--- src/rtl/mem_copier_if.sv ---
// Bus between a mem_copier engine, its controller and the single-port data memory.
// Control is start/busy/done: start is taken only while idle, busy spans the copy, done pulses once on completion.
interface mem_copier_if #(
    parameter int WIDTH      = 8,
    parameter int LENGTH     = 256,
    parameter int ADDR_WIDTH = $clog2(LENGTH)
);
    logic                  start;
    logic                  abort;
    logic [ADDR_WIDTH-1:0] src;
    logic [ADDR_WIDTH-1:0] dst;
    logic [ADDR_WIDTH:0]   count;
    logic                  busy;
    logic                  done;
    logic                  mem_wr_en;
    logic                  mem_rd_en;
    logic [ADDR_WIDTH-1:0] mem_addr;
    logic [WIDTH-1:0]      mem_wd;
    logic [WIDTH-1:0]      mem_rd;

    modport master (
        input  start, abort, src, dst, count, mem_rd,
        output busy, done, mem_wr_en, mem_rd_en, mem_addr, mem_wd
    );

    modport slave (
        output start, abort, src, dst, count, mem_rd,
        input  busy, done, mem_wr_en, mem_rd_en, mem_addr, mem_wd
    );
endinterface

--- src/rtl/mem_copier.sv ---
// Simple DMA engine: copies count words from src to dst inside one single-port memory,
// one read cycle and one write cycle per word, ascending with modulo-LENGTH wrap.
module mem_copier #(
    parameter int WIDTH      = 8,
    parameter int LENGTH     = 256,
    parameter int ADDR_WIDTH = $clog2(LENGTH)
) (
    input  logic         clk,
    input  logic         rst_n,
    mem_copier_if.master bus,
    output logic [1:0]   dbg_state_o
);
    localparam int CW = ADDR_WIDTH + 1;

    typedef enum logic [1:0] {IDLE = 2'd0, RD = 2'd1, WR = 2'd2, FIN = 2'd3} state_t;

    state_t                state_q, state_d;
    logic [ADDR_WIDTH-1:0] src_ptr_q, src_ptr_d;
    logic [ADDR_WIDTH-1:0] dst_ptr_q, dst_ptr_d;
    logic [CW-1:0]         remaining_q, remaining_d;
    logic [WIDTH-1:0]      data_q, data_d;

    always_ff @(posedge clk or negedge rst_n) begin
        if (!rst_n) begin
            state_q     <= IDLE;
            src_ptr_q   <= '0;
            dst_ptr_q   <= '0;
            remaining_q <= '0;
            data_q      <= '0;
        end else begin
            state_q     <= state_d;
            src_ptr_q   <= src_ptr_d;
            dst_ptr_q   <= dst_ptr_d;
            remaining_q <= remaining_d;
            data_q      <= data_d;
        end
    end

    always_comb begin
        state_d     = state_q;
        src_ptr_d   = src_ptr_q;
        dst_ptr_d   = dst_ptr_q;
        remaining_d = remaining_q;
        data_d      = data_q;
        case (state_q)
            IDLE: begin
                if (bus.start) begin
                    if (bus.count != '0) begin
                        src_ptr_d   = bus.src;
                        dst_ptr_d   = bus.dst;
                        remaining_d = bus.count;
                        state_d     = RD;
                    end else begin
                        state_d = FIN;
                    end
                end
            end
            RD: begin
                if (bus.abort) begin
                    state_d = IDLE;
                end else begin
                    data_d    = bus.mem_rd;
                    src_ptr_d = src_ptr_q + ADDR_WIDTH'(1);
                    state_d   = WR;
                end
            end
            WR: begin
                // The write is already on the bus, so it lands even when aborting.
                dst_ptr_d   = dst_ptr_q + ADDR_WIDTH'(1);
                remaining_d = remaining_q - CW'(1);
                if (bus.abort)                      state_d = IDLE;
                else if (remaining_q == CW'(1))     state_d = FIN;
                else                                state_d = RD;
            end
            FIN:     state_d = IDLE;
            default: state_d = IDLE;
        endcase
    end

    // Outputs decode only registered state, so reset drops them immediately.
    assign bus.busy      = (state_q == RD) || (state_q == WR);
    assign bus.done      = (state_q == FIN);
    assign bus.mem_rd_en = (state_q == RD);
    assign bus.mem_wr_en = (state_q == WR);
    assign bus.mem_addr  = (state_q == RD) ? src_ptr_q :
                           (state_q == WR) ? dst_ptr_q : '0;
    assign bus.mem_wd    = data_q;
    assign dbg_state_o   = state_q;
endmodule
--- src/flat_wrapper.sv ---
// flat-port wrapper written by rule: the top's interface ports become plain ports
module mem_copier_flat 
#(
    parameter int WIDTH      = 8,
    parameter int LENGTH     = 256,
    parameter int ADDR_WIDTH = $clog2(LENGTH)
)
  (clk, rst_n, dbg_state_o, bus_start, bus_abort, bus_src, bus_dst, bus_count, bus_mem_rd, bus_busy, bus_done, bus_mem_wr_en, bus_mem_rd_en, bus_mem_addr, bus_mem_wd);
  mem_copier_if #(.WIDTH(WIDTH), .LENGTH(LENGTH), .ADDR_WIDTH(ADDR_WIDTH)) bus_i ();
  input  logic clk;
  input  logic rst_n;
  output logic [1:0] dbg_state_o;
  input wire logic [$bits(bus_i.start)-1:0] bus_start;
  input wire logic [$bits(bus_i.abort)-1:0] bus_abort;
  input wire logic [$bits(bus_i.src)-1:0] bus_src;
  input wire logic [$bits(bus_i.dst)-1:0] bus_dst;
  input wire logic [$bits(bus_i.count)-1:0] bus_count;
  input wire logic [$bits(bus_i.mem_rd)-1:0] bus_mem_rd;
  output wire logic [$bits(bus_i.busy)-1:0] bus_busy;
  output wire logic [$bits(bus_i.done)-1:0] bus_done;
  output wire logic [$bits(bus_i.mem_wr_en)-1:0] bus_mem_wr_en;
  output wire logic [$bits(bus_i.mem_rd_en)-1:0] bus_mem_rd_en;
  output wire logic [$bits(bus_i.mem_addr)-1:0] bus_mem_addr;
  output wire logic [$bits(bus_i.mem_wd)-1:0] bus_mem_wd;
  assign bus_i.start = bus_start;
  assign bus_i.abort = bus_abort;
  assign bus_i.src = bus_src;
  assign bus_i.dst = bus_dst;
  assign bus_i.count = bus_count;
  assign bus_i.mem_rd = bus_mem_rd;
  assign bus_busy = bus_i.busy;
  assign bus_done = bus_i.done;
  assign bus_mem_wr_en = bus_i.mem_wr_en;
  assign bus_mem_rd_en = bus_i.mem_rd_en;
  assign bus_mem_addr = bus_i.mem_addr;
  assign bus_mem_wd = bus_i.mem_wd;
  mem_copier #(.WIDTH(WIDTH), .LENGTH(LENGTH), .ADDR_WIDTH(ADDR_WIDTH)) u_core (.clk(clk), .rst_n(rst_n), .bus(bus_i), .dbg_state_o(dbg_state_o));
endmodule
--- config.mk ---
export PLATFORM = sky130hd
export DESIGN_NAME = mem_copier_flat
export DESIGN_NICKNAME = d
export VERILOG_FILES = /design/src/rtl/mem_copier_if.sv /design/src/rtl/mem_copier.sv /design/src/flat_wrapper.sv
export SDC_FILE = /design/constraint.sdc
export NUM_CORES = 1
export LEC_CHECK = 0
export CAP_MARGIN = 20
export CORE_MARGIN = 3
export CORE_UTILIZATION = 46
export CTS_CLUSTER_DIAMETER = 150
export DETAILED_ROUTE_END_ITERATION = 16
export HOLD_SLACK_MARGIN = 0.15
export PLACE_DENSITY = 0.85
export SYNTH_ARGS = -nofsm -noshare
export SYNTH_HDL_FRONTEND = slang
export SYNTH_SLANG_ARGS = --single-unit
export TNS_END_PERCENT = 100
--- constraint.sdc ---
create_clock -name clk -period 2.75 [get_ports clk]
set_input_delay 0.55 -clock clk [delete_from_list [all_inputs] [get_ports clk]]
set_output_delay 0.55 -clock clk [all_outputs]
set_load 0.1 [all_outputs]
==> reports/results.ini <==
[outcome]
status=completed

[sta]
relSlewSlack_pct=64.7
fmaxAchievable_mhz=397
tightest_slew_ns=0.527
fin_ws_ns=0.234
hold_violations=0
rsz0062_at_grt=no
maxSlewViolCount=0
fin_crit_sh_pct=91.5
clock_skew_ns=0.00811
period_needed_ns=2.52
setup_viol=0

[critical_path]
required_ns=2.20
crit_fanout=17
r2r_start=u_core.dbg_state_o[0]
worst-r2r-cell-count=8
r2r_setup_slack_ns=0.58
path_buf_inv=3
crit_type=flop to output pin
slowest_stage=dfrtp_4
max_stage_delay_ns=0.51
end_kind=output pin
crit_arrival_ns=1.97
crit_family=flip-flops
timing.rr.end=u_core.remaining_q[8]
worst_setup_path_start_kind=flop
crit_chain=inv_2 > ha_4 > inv_1 > nor2_4 > nand2_1 > o21ai_4 > buf_12
cp_num_cells=7

[synthesis]
seq_area_frac_synth_pct=36.5
synth.area.top_cells=dfrtp_1, ha_1, mux2_2
yosys-top-cells-count=dfrtp_1, nand2_1, nor2_1
synthFlopType=dfrtp_1
syn_area_um2=2400
ys_ff_latch=35
yosys_warnings=0
syn_avg_cell_area_um2=9.78
synth_top_area_share_pct=36.5
syn_nets=291
ys_types=65
synth_top_area_cell=dfrtp_1
synth_async_sr_flop_share_pct=100
syn_inst=245
synth_edf_count=0
post-synth-top-count-cell=dfrtp_1

[grt]
busiest_layer=met2
met1_usage_pct=29.1
grt_pass1_wl_um=10300
gr-total-overflow=0
gr-usage-all-layers_pct=20.8
grt_max_degree=36
grtUsageMet2_pct=33.5
antenna_found_initial=0
grt_pass1_vias=2091
met3_usage_pct=3.78

[finish]
fin_area_um2=3270
finalNetCount=349
area_delta_synth_final_pct=36.5
drive_above_1_share_pct=26.6
diodes=0

[floorplan]
start_util_pct=49.1
top_level_ports=59
placementRows=25
fp.dieW_um=78.2
coreArea_um2=4880
dieArea_um2=6110
die_h_um=78.2

[clocking]
clockBufferDepth=2
clk_transition_reported_paths_ns=0.07
cts_made_buffers=5
cts.repair_timing.setup_buffer_count=0
ctsResizeCount=0
cts.sinks=35
clk_latency_ns=0.30
hold_buffers=0
htree_num_levels=2
tritoncts=done
cts_root_buf=clkbuf_8

[hold_path]
min-delay-start=u_core.bus.mem_wd[3]
min_path_type=flop to flop
hold_depth=1
whs_endpoint=u_core.bus.mem_wd[3]

[placement]
io_buffer_count=58
place_ws_ns=0.361
detailed_place.area_um2=3180
place_congestion=0.849
dp_hpwl_um=4490

[flow_run]
cap_violations=0

[detailed_routing]
wl_per_cell_um=17.0
antenna_left=0
drt_iter0_markers=152
num_vias=2194
routed_wl_um=6310
via_per_inst=5.91
firstDrtPassIters=4
drc=0

## cells by family after synthesis
family,synth area share (%)
AND/OR/NAND/NOR,21.1
AO/OA/AOI/OAI,24.6
flip-flops,36.5
buffers and inverters,5.32
multiplexers,7.72
adder cells (fa/ha/maj),4.70
## registers in the layout, indices dropped and copies added (netlist names)
| register | flops |
|---|---|
| u_core.src_ptr_q | 8 |
| u_core.bus.mem_wd | 8 |
| u_core.dbg_state_o | 2 |
| u_core.remaining_q | 9 |
| u_core.dst_ptr_q | 8 |
## worst max-delay path by stage
stage                                     start  slack [ns]               endpoint
after floorplan           u_core.dbg_state_o[0]      -0.008        bus_mem_addr[6]
after global placement             bus_count[4]        0.41  u_core.remaining_q[8]
after detailed placement           bus_count[4]        0.36  u_core.remaining_q[1]
after CTS                 u_core.dbg_state_o[0]         0.1        bus_mem_addr[2]
after global routing      u_core.dbg_state_o[0]        0.11        bus_mem_addr[2]
final                     u_core.dbg_state_o[0]        0.23        bus_mem_addr[2]
## cells in the final DEF (no fill, tap or decap), types with 3 or more instances in the layout
cell             count
dfrtp_1             33
nand2_1             21
mux2i_1              5
mux2_2              10
buf_4               20
a211oi_1             3
or3_1                3
nor2b_1              3
clkbuf_8             5
o31ai_1              8
a211o_1              5
a221o_1              3
nand3_1             12
o21ai_1              3
a21oi_1              9
a32oi_1              4
nor2_1              13
or2_2                3
a22o_4               5
o21ai_0              5
nand2b_1             3
a32o_1               4
nand3b_1             4
clkdlybuf4s50_1     36
ha_1                 7
inv_1                9
buf_12               8
## stage by stage
step / util [%] / setup TNS, ns / hold slack [ns] / std cells
5_1_grt: 67.1 / 0 / 0.523 / 371
3_3_place_gp: 65.2 / 0 / 0.491 / 362
3_5_place_dp: 65.2 / 0 / 0.498 / 362
2_1_floorplan: - / -0.00807 / 0.254 / 245
6_report: 67.1 / 0 / 0.511 / 371
4_1_cts: 66.8 / 0 / 0.514 / 370
## final cells by class
| class | instances | area (um^2) |
|---|---|---|
| tap | 67 | 83.8 |
| clock inverter | 1 | 5.00 |
| clock buffer | 7 | 76.3 |
| inverter | 11 | 41.3 |
| multi-input combinational | 185 | 1500 |
| fill | 392 | 1610 |
| timing repair buffer | 65 | 682 |
| sequential | 35 | 883 |
## layer usage
layer  vias up  wire, um
met2        77      3100
met5         -         0
met1      1051      2770
met4         0        76
li1       1058         -
met3         8       361
Power is not shown: default switching activity piles up to over one toggle a cycle in this logic, so the estimate is an artifact.
